`src/rtl/ext_pipe.sv`:
```
// ext_pipe: registered immediate extender / load-lane extractor on a
// valid/ready stream. Results are queued in a 2-entry output buffer whose
// head entry drives out_data.
//
// Optional feature macro: EXT_ALIGN_ERR_EN
//   defined   -> adds output 'err', set for LH/LHU with an odd byte offset
//   undefined -> no err port; boff[0] is ignored for halfword loads
module ext_pipe #(
    parameter int IN_W    = 16,
    parameter int OUT_W   = 32,
    parameter int SLL_AMT = 2
) (
    input  logic                         clk,
    input  logic                         reset,
    input  logic                         flush,
    input  logic                         in_valid,
    output logic                         in_ready,
    input  logic [2:0]                   op,
    input  logic [OUT_W-1:0]             din,
    input  logic [$clog2(OUT_W/8)-1:0]   boff,
    output logic                         out_valid,
    input  logic                         out_ready,
    output logic [OUT_W-1:0]             out_data,
    output logic [1:0]                   occ
`ifdef EXT_ALIGN_ERR_EN
    ,
    output logic                         err
`endif
);

    localparam int BOFF_W = $clog2(OUT_W/8);

    typedef enum logic [2:0] {
        OP_SIGN     = 3'b000,
        OP_ZERO     = 3'b001,
        OP_HIGH     = 3'b010,
        OP_SIGN_SLL = 3'b011,
        OP_LB       = 3'b100,
        OP_LBU      = 3'b101,
        OP_LH       = 3'b110,
        OP_LHU      = 3'b111
    } op_e;

    // Arithmetic (combinational)
    op_e               op_s;
    logic [OUT_W-1:0]  sext;
    logic [OUT_W-1:0]  zext;
    logic [BOFF_W-1:0] boff_h;
    logic [7:0]        lane_b;
    logic [15:0]       lane_h;
    logic [OUT_W-1:0]  res;

    // Buffer state: entry 0 is always the head of the FIFO
    logic [OUT_W-1:0]  data_q [2];
    logic [OUT_W-1:0]  data_d [2];
    logic [1:0]        occ_q;
    logic [1:0]        occ_d;
    logic              push;
    logic              pop;

`ifdef EXT_ALIGN_ERR_EN
    logic              res_err;
    logic              err_q [2];
    logic              err_d [2];
`endif

    // Compute the extended result for the current op and operand.
    always_comb begin
        // NOTE: every variable gets a default before any branch, so no path leaves it unassigned and no latch is inferred.
        op_s   = op_e'(op);
        sext   = {OUT_W{din[IN_W-1]}};
        sext[IN_W-1:0] = din[IN_W-1:0];
        zext   = '0;
        zext[IN_W-1:0] = din[IN_W-1:0];
        boff_h = boff;
        boff_h[0] = 1'b0;
        lane_b = 8'(din >> {boff, 3'b000});
        lane_h = 16'(din >> {boff_h, 3'b000});
        res    = sext;
        case (op_s)
            OP_SIGN:     res = sext;
            OP_ZERO:     res = zext;
            OP_HIGH:     res = zext << (OUT_W - IN_W);
            OP_SIGN_SLL: res = sext << SLL_AMT;
            OP_LB: begin
                res = {OUT_W{lane_b[7]}};
                res[7:0] = lane_b;
            end
            OP_LBU: begin
                res = '0;
                res[7:0] = lane_b;
            end
            OP_LH: begin
                res = {OUT_W{lane_h[15]}};
                res[15:0] = lane_h;
            end
            OP_LHU: begin
                res = '0;
                res[15:0] = lane_h;
            end
            default: res = sext;
        endcase
    end

`ifdef EXT_ALIGN_ERR_EN
    // Flag misaligned halfword loads; the result itself uses the aligned lane.
    always_comb begin
        res_err = ((op == OP_LH) || (op == OP_LHU)) && boff[0];
    end
`endif

    // Handshake decode; in_ready ignores out_ready so a full buffer never accepts.
    always_comb begin
        in_ready  = !reset && (occ_q != 2'd2);
        out_valid = (occ_q != 2'd0);
        push      = in_valid && in_ready;
        pop       = out_valid && out_ready;
        occ       = occ_q;
        out_data  = out_valid ? data_q[0] : '0;
`ifdef EXT_ALIGN_ERR_EN
        err       = out_valid ? err_q[0] : 1'b0;
`endif
    end

    // Next buffer contents: flush wins over push/pop; entry 0 is the head.
    always_comb begin
        occ_d  = occ_q;
        data_d = data_q;
`ifdef EXT_ALIGN_ERR_EN
        err_d  = err_q;
`endif
        if (flush) begin
            occ_d = 2'd0;
        end else begin
            case ({push, pop})
                // Only reachable with occ=1: the new entry becomes the head.
                2'b11: begin
                    data_d[0] = res;
`ifdef EXT_ALIGN_ERR_EN
                    err_d[0]  = res_err;
`endif
                end
                2'b01: begin
                    data_d[0] = data_q[1];
`ifdef EXT_ALIGN_ERR_EN
                    err_d[0]  = err_q[1];
`endif
                    occ_d = occ_q - 2'd1;
                end
                2'b10: begin
                    if (occ_q == 2'd0) begin
                        data_d[0] = res;
`ifdef EXT_ALIGN_ERR_EN
                        err_d[0]  = res_err;
`endif
                    end else begin
                        data_d[1] = res;
`ifdef EXT_ALIGN_ERR_EN
                        err_d[1]  = res_err;
`endif
                    end
                    occ_d = occ_q + 2'd1;
                end
                default: ;
            endcase
        end
    end

    // Occupancy register with synchronous reset.
    always_ff @(posedge clk) begin
        // NOTE: sequential state uses non-blocking assignments so every register samples pre-edge values.
        if (reset) begin
            occ_q <= 2'd0;
        end else begin
            occ_q <= occ_d;
        end
    end

    // Buffer storage.
    always_ff @(posedge clk) begin
        // NOTE: the storage array is not reset; outputs are masked by occ, so stale entries are never visible.
        data_q <= data_d;
`ifdef EXT_ALIGN_ERR_EN
        err_q  <= err_d;
`endif
    end

endmodule

```
`config.mk`:
```
export PLATFORM = sky130hd
export DESIGN_NAME = ext_pipe
export DESIGN_NICKNAME = d
export VERILOG_FILES = /design/src/rtl/ext_pipe.sv
export SDC_FILE = /design/constraint.sdc
export NUM_CORES = 1
export LEC_CHECK = 0
export CORE_MARGIN = 8
export CORE_UTILIZATION = 51
export CTS_BUF_LIST = sky130_fd_sc_hd__clkbuf_4
export DETAILED_ROUTE_END_ITERATION = 7
export PLACE_DENSITY = 0.81
export SKIP_LAST_GASP = 1
export SLEW_MARGIN = 20
export SYNTH_ARGS = -nofsm -noshare
export SYNTH_HDL_FRONTEND = slang
export SYNTH_SLANG_ARGS = --single-unit
```
`constraint.sdc`:
```
create_clock -name clk -period 7.3 [get_ports clk]
set_clock_uncertainty 0.15 [all_clocks]
set_input_delay 1.095 -clock clk [delete_from_list [all_inputs] [get_ports clk]]
set_output_delay 1.095 -clock clk [all_outputs]
set_load 0.1 [all_outputs]
```
======== Yosys cells after proc, flatten, opt, wreduce, memory -nomap -nowiden ========
Index checks and enable logic that the tools add are counted.
storage, ports and cells
  bits in registers ....................... 66
  input bits .............................. 42
  output and inout bits ................... 36
  logic and storage cells ................. 38
cells by class
  add/subtract/negate cells ............... 2
  equality and inequality tests ........... 12
  shift operators ......................... 2
  mux-type cells .......................... 5
  bitwise operators ....................... 2
  reduce and logical (&&, ||, !) cells .... 12
operator list
  operator                                                               number
  32-bit case mux with 8 select lines                                    1
  32-bit case mux with 3 select lines                                    1
  32-bit 2-to-1 mux                                                      2
  32-bit by 5-bit right shift with 16-bit output                         1
  32-bit by 5-bit right shift with 8-bit output                          1
  3-bit equality test, second input constant                             4
  3-bit by 2-bit equality test with 1-bit output, second input constant  2
  3-bit AND reduction                                                    2
  2-bit equality test, second input constant                             2
  2-bit != test, second input constant                                   2
  2-bit case mux with 2 select lines                                     1
  2-bit nonzero test                                                     2
  3-bit by 1-bit equality test with 1-bit output, second input constant  1
  1-bit logical AND                                                      3
  3-bit logical NOT                                                      1
  3-bit nonzero test                                                     1
  2-bit by 1-bit adder with 2-bit output, second input constant          1
  2-bit by 1-bit equality test with 1-bit output, second input constant  1
  2-bit logical NOT                                                      1
  1-bit NOT                                                              2
  2-bit OR reduction                                                     1
  2-bit by 1-bit subtractor with 2-bit output, second input constant     1
  1-bit logical NOT                                                      1

======== Logic depth before layout (Yosys ltp) ========
Gate-level depths: netlist (run 1).
  word-level depth ........................ 6
  mapped depth ............................ 11
  depth with buffers taken out ............ 9

======== Worst setup path after synthesis (run 1) ========
Ideal clock, no wire load.
  kind .................................... reg-to-reg
  start ................................... reg occ_q[0], in the netlist occ[0]
  end ..................................... reg data_q[32] (netlist name) (enable)
  arrival time ............................ 5.557 ns
  required time ........................... 6.682 ns
  setup slack ............................. 1.126 ns
  stages on the path, launching flop included .. 6
  path buffers ............................ 0
  clock period less this slack ............ 6.174 ns
  path through ............................ dfxtp_1 -> inv_1 -> a21oi_1 -> nand2_1 -> ha_1 -> nor3b_1
between the ends
  cells in the longest elaborated chain, start to end .. 6
  elaborated cells between the ends (all ways) .. 12
  those cells by class .................... eq/ne (5); reduce/logical (7)
RTL lines
  element                                                                                RTL line  RTL
  from (decl)                                                                            56        logic [1:0] occ_q;
  from (signal assigned)                                                                 173       occ_q <= 2'd0;
  from (signal assigned)                                                                 175       occ_q <= occ_d;
  2-bit != test *                                                                        114       in_ready = !reset && (occ_q != 2'd2);
  1-bit logical AND *                                                                    114
  via in_ready                                                                           17        output logic in_ready,
  1-bit logical AND *                                                                    116       push = in_valid && in_ready;
  2-bit equality test or 2-bit by 1-bit equality test with 1-bit output (tied branches)  135       case ({push, pop})
  2-bit != test (no source line) or 3-bit nonzero test (tied branches)                   --
  3-bit AND reduction (no source line) *                                                 --
  to (signal assigned)                                                                   182       data_q <= data_d;
  to (decl)                                                                              54        logic [OUT_W-1:0] data_q [2];
Mark *: on every way through the listed nets, which the timed path passes. The rest lies on a longest branch.
A chain may end at the register's enable or synchronous reset.

======== Final worst setup path (run 1) ========
  start ................................... in reset
  end ..................................... out in_ready
between the ends
  cells in the longest elaborated chain, start to end .. 2
RTL lines
  element            RTL line  RTL
  from (decl)        14        input logic reset,
  1-bit logical NOT  114
  1-bit logical AND  114
  to (decl)          17
Every way passes these cells.

==> results of run 1 <==
[final timing paths]
check | start | to | slack [ps] | cells past startpoint
hold reg to reg | data_q[4]$_DFFE_PP_ | data_q[36]$_DFFE_PP_ | 400 | 1
hold / removal | data_q[4]$_DFFE_PP_ | data_q[36]$_DFFE_PP_ | 400 | 1
setup / recovery | reset | in_ready | 3160 | 3
setup reg to reg | occ[0]$_SDFFE_PP0P_ | data_q[49]$_DFFE_PP_ | 4490 | 8
[registers in the layout, indices dropped and copies added, names as in the netlist]
name / flops
occ: 2
data_q: 64
[cells by family (layout without fill, tap and decap cells)]
family / after synthesis / in the layout / share of synthesized area (%)
mux: 27 / 27 / 8.81
xor+xnor: 4 / 4 / 0.991
fa+ha+maj: 3 / 3 / 1.06
flops: 66 / 66 / 55.5
compound gates: 63 / 63 / 11.5
simple gates: 123 / 123 / 18.1
buf+inv: 33 / 108 / 4.00
[layout by cell type (no fill, tap or decap), drive strengths merged, types with 2 or more instances in the layout]
cell / synthesis / final
a22oi: 7 / 7
a221oi: 3 / 3
edfxtp: 64 / 64
clkdlybuf4s50: 0 / 77
bufinv: 0 / 3
clkinv: 0 / 2
buf: 8 / 4
and3: 2 / 2
xnor2: 3 / 3
mux2: 23 / 23
nor2b: 20 / 20
nand3: 6 / 6
mux2i: 3 / 3
nand2: 45 / 45
a32oi: 3 / 3
o211ai: 6 / 6
dfxtp: 2 / 2
clkinvlp: 0 / 2
ha: 3 / 3
nor3: 3 / 3
o32ai: 3 / 3
nor3b: 3 / 3
a21oi: 25 / 25
and2: 35 / 35
nor2: 4 / 4
a31oi: 4 / 4
o21ai: 7 / 7
nand4: 2 / 2
a221o: 2 / 2
inv: 11 / 11
clkbuf: 14 / 9
[final cells by class]
class                      instances  area, um2
multi-input combinational        220       1440
clock inverter                     7        118
timing repair buffer              81        801
sequential                        66       1960
tap                               80        100
clock buffer                       9       67.6
fill                             515       2230
inverter                          11       41.3
[stage by stage]
step / instances / hold WS [ps]
floorplan: 319 / 373
global placement: 458 / 377
global route: 474 / 427
detailed placement: 458 / 387
CTS: 474 / 405
finish: 474 / 397
[worst reg2reg max path, delay by kind of cell, from the launching register on]
kind / cells / cell delay (ps)
AOI/OAI and AO/OA: 2 / 330
adders and majority gates: 1 / 190
buffers and inverters: 2 / 310
DFF: 1 / 370
and+or+nand+nor: 3 / 1210
[Yosys cell counts]
master | count | area share [%]
edfxtp_1 | 64 | 54
nand2_1 | 45 | 4.8
and2_1 | 35 | 6.2
a21oi_1 | 25 | 3.5
mux2_2 | 23 | 7.3
nor2b_1 | 20 | 3.5
clkbuf_1 | 14 | 1.5
inv_1 | 11 | 1.2
a22oi_1 | 7 | 1.5
o21ai_0 | 7 | 0.99
nand3_1 | 6 | 0.85
o211ai_1 | 6 | 1.3
buf_2 | 5 | 0.71
a31oi_1 | 4 | 0.71
nor2_1 | 4 | 0.42
a221oi_1 | 3 | 0.74
a32oi_1 | 3 | 0.74
ha_1 | 3 | 1.1
mux2i_1 | 3 | 0.85
nor3_1 | 3 | 0.42
nor3b_1 | 3 | 0.64
o32ai_1 | 3 | 0.74
xnor2_1 | 3 | 0.74
a221o_1 | 2 | 0.57
and3_1 | 2 | 0.35
dfxtp_1 | 2 | 1.1
nand4_1 | 2 | 0.35
a21o_1 | 1 | 0.21
a31o_2 | 1 | 0.25
a32o_1 | 1 | 0.28
and3b_1 | 1 | 0.25
buf_1 | 1 | 0.11
buf_4 | 1 | 0.21
buf_6 | 1 | 0.32
mux4_2 | 1 | 0.64
nand2b_1 | 1 | 0.18
or2_2 | 1 | 0.18
xor2_1 | 1 | 0.25
[metal layers]
layer	part of all wire, %	GRT usage, %	up-vias
met1	43	23.2	1305
met5	0	0	-
met4	3.3	10.2	0
met2	45	27.4	146
met3	9.2	5.24	29
li1	-	-	1290
[where the power goes]
group          total [mW]  switching, mW  internal, mW
clock               0.311          0.138         0.173
combinational       0.259          0.174        0.0849
sequential          0.442        0.00336         0.439
total                1.01          0.316         0.696
==> reports/metrics.yaml, run 1 <==
outcome: "finished, final reports clean"
place_congestion: 0.896
root_buffer: "clkbuf_4"
critical_path.top_delay_family: "buffers and inverters"
coreArea_um2: 6760
die_y_um: 99.3
syn_inst: 319
area_delta_synth_final_pct: 28.1
dr.pass1.iters: 5
syn_area_per_cell_um2: 11.1
max_cap_violations: 0
cts_resized: 0
design_area_um2: 4530
worst_slew_pin_slew_ps: 991
rows: 30
hp-class: "reg2reg"
die-area_um2: 9860
critPathRequiredTime_ps: 6050
numClockSinks: 66
layout.nets: 434
drive_above_1_share_pct: 11.9
diodes: 0
ioPinCount: 78
grt_overflow: 0
grt_pass1_vias: 2779
via_count: 2770
dp_worst_setup_slack_ps: 3140
critPathMaxFanout: 3
worstSetupPathType: "in2out"
power_mw: 1.01
worst_path_max_delay_cell: "clkdlybuf4s50_1"
cp.arrival_ps: 2890
p_leak_nw: 1.66
ys_seq_area_share_pct: 55.5
endpoint_kind: "primary output"
tns_ps: 0
die_x_um: 99.3
slew_headroom_pct: 33.8
p_per_area_nw_per_um2: 223
clkLatencyLatePin_ps: 420
fin_crit_sh_pct: 56.7
yosys_warnings: 0
path_common_cell: "clkdlybuf4s50_1"
grt_max_degree: 36
maxSlewViolCount: 0
postPlaceCellArea_um2: 4350
grt_pass1_wl_mm: 14.3
drt_iter0_markers: 270
synth_cell_types: 38
initial_utilization_pct: 52.4
crit_chain: "clkdlybuf4s50_1 > a21oi_1 > clkdlybuf4s50_1"
antenna_found_initial: 0
cts_buffers: 9
wire_per_inst_um: 18.3
setup_ws_ps: 3160
worstSetupStartpointType: "primary input"
slowest_delay_ps: 1170
post-route-min-period_ps: 4140
path_clk_slew_ps: 120
syn_nets: 364
h-tree-depth: 3
ys_ff_latch: 66
vdd_drop_max_mv: 0.108
dpl.hpwl_mm: 6.21
fin_util_pct: 67.1
cts_tree: "yes"
setup_viol: 0
cts_max_path_buffers: 2
rsz0062_at_grt: "no"
ant_nets: 0
io_buffer_count: 77
routed_via_density: 5.84
path_buf_inv: 2
hold_violations: 0
cts_hold_buf: 0
gr-usage-all-layers_pct: 18.3
drc: 0
wl_mm: 8.66
max_freq_mhz: 242
post_cts_buffers: 0
synth_area_um2: 3540
No activity file was read; power rests on OpenSTA's default activity.
==> run 2: changes to the inputs <==
==> constraint.sdc (replaced) <==
create_clock -name clk -period 4.1 [get_ports clk]
set_clock_uncertainty 0.15 [all_clocks]
set_input_delay 0.615 -clock clk [delete_from_list [all_inputs] [get_ports clk]]
set_output_delay 0.615 -clock clk [all_outputs]
set_load 0.1 [all_outputs]
==> reports/metrics.yaml, run 2 (synthesis results as in run 1) <==
hold_violations: 0
setup_viol: 0
slew_headroom_pct: 34.9
die_y_um: 99.3
path_buf_inv: 1
final_cells: 476
endpoint_kind: "primary output"
grt_overflow: 0
worstSetupStartpointType: "flip-flop"
layout.nets: 436
r2r-end: "data_q[51]$_DFFE_PP_"
routed_via_density: 5.80
antenna_found_initial: 0
dp_cells: 460
critPathMaxFanout: 35
ant_nets: 0
reg2reg_from: "occ[0]$_SDFFE_PP0P_"
fin_util_pct: 66.2
regMostFlops: "data_q"
rsz0062_at_grt: "no"
r2r_setup_slack_ps: 1320
final_common_cell: "edfxtp_1"
hp-class: "reg2reg"
grt_pass1_wl_mm: 14.3
setup_ws_ps: 775
grt_max_degree: 36
post_cts_buffers: 0
vdd_drop_max_mv: 0.176
dp_worst_setup_slack_ps: 796
max_cap_violations: 0
cp.arrival_ps: 2560
cts_tree: "yes"
h-tree-depth: 3
place_congestion: 0.950
dpl.hpwl_mm: 6.36
drt_iter0_markers: 278
maxSlewViolCount: 0
path_clk_slew_ps: 110
worstSetupPathType: "reg2out"
drive_above_1_share_pct: 21.2
slowest_delay_ps: 1230
ioPinCount: 78
dr.pass1.iters: 5
post-route-min-period_ps: 3320
rows: 30
numClockSinks: 66
met1Wirelength_mm: 3.63
wl_mm: 8.73
p_per_area_nw_per_um2: 402
outcome: "finished, final reports clean"
critPathRequiredTime_ps: 3340
gr-usage-all-layers_pct: 18.4
top_layer: "met4"
root_buffer: "clkbuf_4"
whs_endpoint: "data_q[46]$_DFFE_PP_"
cts_buffers: 9
worst_slew_pin_slew_ps: 974
crit_chain: "or2_2 > clkdlybuf4s50_1"
tns_ps: 0
min_path_cells: 1
coreArea_um2: 6760
drc: 0
die_x_um: 99.3
largest_reg_flops: 64
hold_start: "data_q[14]$_DFFE_PP_"
area_delta_synth_final_pct: 26.5
p_leak_nw: 1.74
power_mw: 1.80
initial_utilization_pct: 52.4
cp.depth: 2
cts_hold_buf: 0
grt_pass1_vias: 2800
via_count: 2762
critical_path.top_delay_family: "buffers and inverters"
fillerInstances: 542
max_freq_mhz: 301
mostFrequentLayoutCells: "edfxtp_1 (64), nand2_1 (45), clkdlybuf4s50_1 (44)"
wire_per_inst_um: 18.3
met3_length_um: 716
fin_crit_sh_pct: 81.1
dr_wl_met2_mm: 4.20
cts_max_path_buffers: 2
diodes: 0
worst_path_max_delay_cell: "clkdlybuf4s50_1"
worstRegToRegCells: 8
die-area_um2: 9860
clkLatencyLatePin_ps: 410
cts_resized: 0
io_buffer_count: 77
run 2: changes by cell type in the layout (fill, tap and decap cells not counted):
cell | previous run | this run
a21oi_1 | 25 | 24
nor3b_2 | 1 | 0
buf_4 | 4 | 39
a21oi_2 | 0 | 1
clkinv_1 | 1 | 0
clkdlybuf4s50_1 | 77 | 44
clkinv_2 | 0 | 2
clkinvlp_4 | 2 | 0
nor3b_4 | 0 | 1
clkinv_4 | 1 | 2
run 2: per-stage QoR:
stage	hold slack, ps	instance area, um2
floorplan	373	3560
global placement	379	4290
detailed placement	385	4290
CTS	412	4470
global route	422	4470
finish	410	4470
run 2: how the worst max path moves through the flow:
| stage | slack (ps) | start | end |
|---|---|---|---|
| finish | 780 | occ[0]$_SDFFE_PP0P_ | out_valid |
| detailed placement | 800 | boff[0] | data_q[51]$_DFFE_PP_ |
| global route | 610 | occ[0]$_SDFFE_PP0P_ | out_valid |
| CTS | 740 | occ[0]$_SDFFE_PP0P_ | out_valid |
| global placement | 930 | boff[0] | data_q[49]$_DFFE_PP_ |
| floorplan | 40 | occ[0]$_SDFFE_PP0P_ | data_q[0]$_DFFE_PP_ |
run 2: per-layer routing:
layer	vias to the layer above	track usage (%)
li1	1301	-
met1	1302	22.6
met2	145	29.4
met3	14	4.89
met4	0	8.38
met5	-	0
run 2: worst reg2reg max path: cells and delay by family (launching register included):
kind                     cells  cell delay, ps
AO/OA/AOI/OAI                2             310
AND/OR/NAND/NOR              3            1180
buffers and inverters        2             310
adder cells (fa/ha/maj)      1             180
flip-flops                   1             370
run 2: layout make-up:
class	instances	area, um2	share of cell area (%)
Clock buffer	9	67.6	1.51
Tap cell	80	100	2.24
Timing Repair Buffer	83	733	16.4
Multi-Input combinational cell	220	1450	32.4
Inverter	11	41.3	0.923
Clock inverter	7	118	2.63
Sequential cell	66	1960	43.9
run 2: power breakdown:
part / internal [mW] / switching (mW)
combinational: 0.146 / 0.313
sequential: 0.781 / 0.00602
clock: 0.308 / 0.246
==> run 3: changes to the inputs <==
==> constraint.sdc (replaced) <==
create_clock -name clk -period 3.2 [get_ports clk]
set_clock_uncertainty 0.15 [all_clocks]
set_input_delay 0.48 -clock clk [delete_from_list [all_inputs] [get_ports clk]]
set_output_delay 0.48 -clock clk [all_outputs]
set_load 0.1 [all_outputs]
==> reports/metrics.yaml, run 3 (synthesis results as in run 1) <==
path_clk_slew_ps: 100
final_common_cell: "edfxtp_1"
ant_nets: 0
wire_per_inst_um: 18.6
cts_hold_buf: 0
drive_above_1_share_pct: 22.4
rsz0062_at_grt: "no"
grt_max_degree: 36
hp-class: "reg2reg"
drc: 0
dr.pass1.iters: 4
p_leak_nw: 1.73
vdd_drop_max_mv: 0.212
worst_slew_pin_slew_ps: 700
whs_ps: 404
postPlaceCellArea_um2: 4330
coreArea_um2: 6760
setup_viol: 0
drt_iter0_markers: 198
die-area_um2: 9860
maxSlewViolCount: 0
crit_chain: "or2_2 > nand2_1 > inv_1 > ha_1 > a21oi_1 > and2_1 > a21oi_1"
wl_mm: 8.91
initial_utilization_pct: 52.4
cts_tree: "yes"
io_buffer_count: 77
via_count: 2685
largest_reg_flops: 64
rows: 30
grt_overflow: 0
mostFrequentLayoutCells: "edfxtp_1 (64), nand2_1 (45), buf_4 (44)"
grt_pass1_wl_mm: 14.6
worst_path_max_delay_cell: "or2_2"
endpoint_kind: "flip-flop"
fillerInstances: 559
cts_buffers: 9
area_delta_synth_final_pct: 25.3
outcome: "finished, final reports clean"
cp.arrival_ps: 2580
p_per_area_nw_per_um2: 462
dpl.hpwl_mm: 6.55
h-tree-depth: 3
die_x_um: 99.3
path_common_cell: "a21oi_1"
cts_max_path_buffers: 2
root_buffer: "clkbuf_4"
ioPinCount: 78
max_cap_violations: 0
tns_ps: 0
hold_violations: 0
critPathMaxFanout: 35
diodes: 0
place_congestion: 0.909
gr-usage-all-layers_pct: 18.9
max_freq_mhz: 386
post-route-min-period_ps: 2590
numClockSinks: 66
design_area_um2: 4430
layout.nets: 439
slowest_delay_ps: 510
antenna_found_initial: 0
grt_pass1_vias: 2797
die_y_um: 99.3
critPathRequiredTime_ps: 3190
clkLatencyLatePin_ps: 400
worstSetupStartpointType: "flip-flop"
fin_crit_sh_pct: 80.9
worstSetupPathType: "reg2reg"
post_cts_buffers: 0
routed_via_density: 5.62
cts_resized: 0
regMostFlops: "data_q"
slew_headroom_pct: 53.2
## run 3: worst max-delay path: cells and delay by family (launching register included)
family                     cells  cell delay (ps)
and+or+nand+nor                3             1190
DFF                            1              370
AOI/OAI and AO/OA              2              290
adders and majority gates      1              250
buffers and inverters          1               70
## run 3: worst paths after layout
path,to,depth (start not counted),slack [ps],start
max,data_q[52]$_DFFE_PP_,7,610,occ[0]$_SDFFE_PP0P_
min,data_q[35]$_DFFE_PP_,1,400,data_q[3]$_DFFE_PP_
max reg2reg,data_q[52]$_DFFE_PP_,7,610,occ[0]$_SDFFE_PP0P_
min reg2reg,data_q[35]$_DFFE_PP_,1,400,data_q[3]$_DFFE_PP_
## run 3: layer usage
metal	up-vias	routed length (um)	track usage (%)
met5	-	0	0
met4	0	125	7.10
met3	11	688	4.89
met2	107	4220	30.0
met1	1265	3880	24.2
li1	1302	-	-
## run 3: where the power goes
part	internal, mW	leakage [nW]	switching (mW)
Combinational	0.191	1.06	0.402
Sequential	1.00	0.608	0.00829
Clock	0.167	0.0578	0.280
## run 3: cell type report
type	count	area, um2	share of cell area, %
inverters	11	41.3	0.931
flip-flops and latches	66	1970	44.4
repair buffers	86	761	17.2
multi-input cells	220	1460	32.9
clock inverters	4	20.0	0.452
clock buffers	11	82.6	1.86
well taps	80	100	2.26
## run 3: stage by stage
stage / total power [mW] / setup WS [ps] / cells / utilization [%]
floorplan: 1.45 / 28.3 / 319 / -
global placement: 1.61 / 311 / 463 / 64.1
detailed placement: 1.62 / 338 / 463 / 64.1
CTS: 2.07 / 612 / 478 / 65.6
global route: 2.14 / 437 / 478 / 65.6
finish: 2.05 / 612 / 478 / 65.6
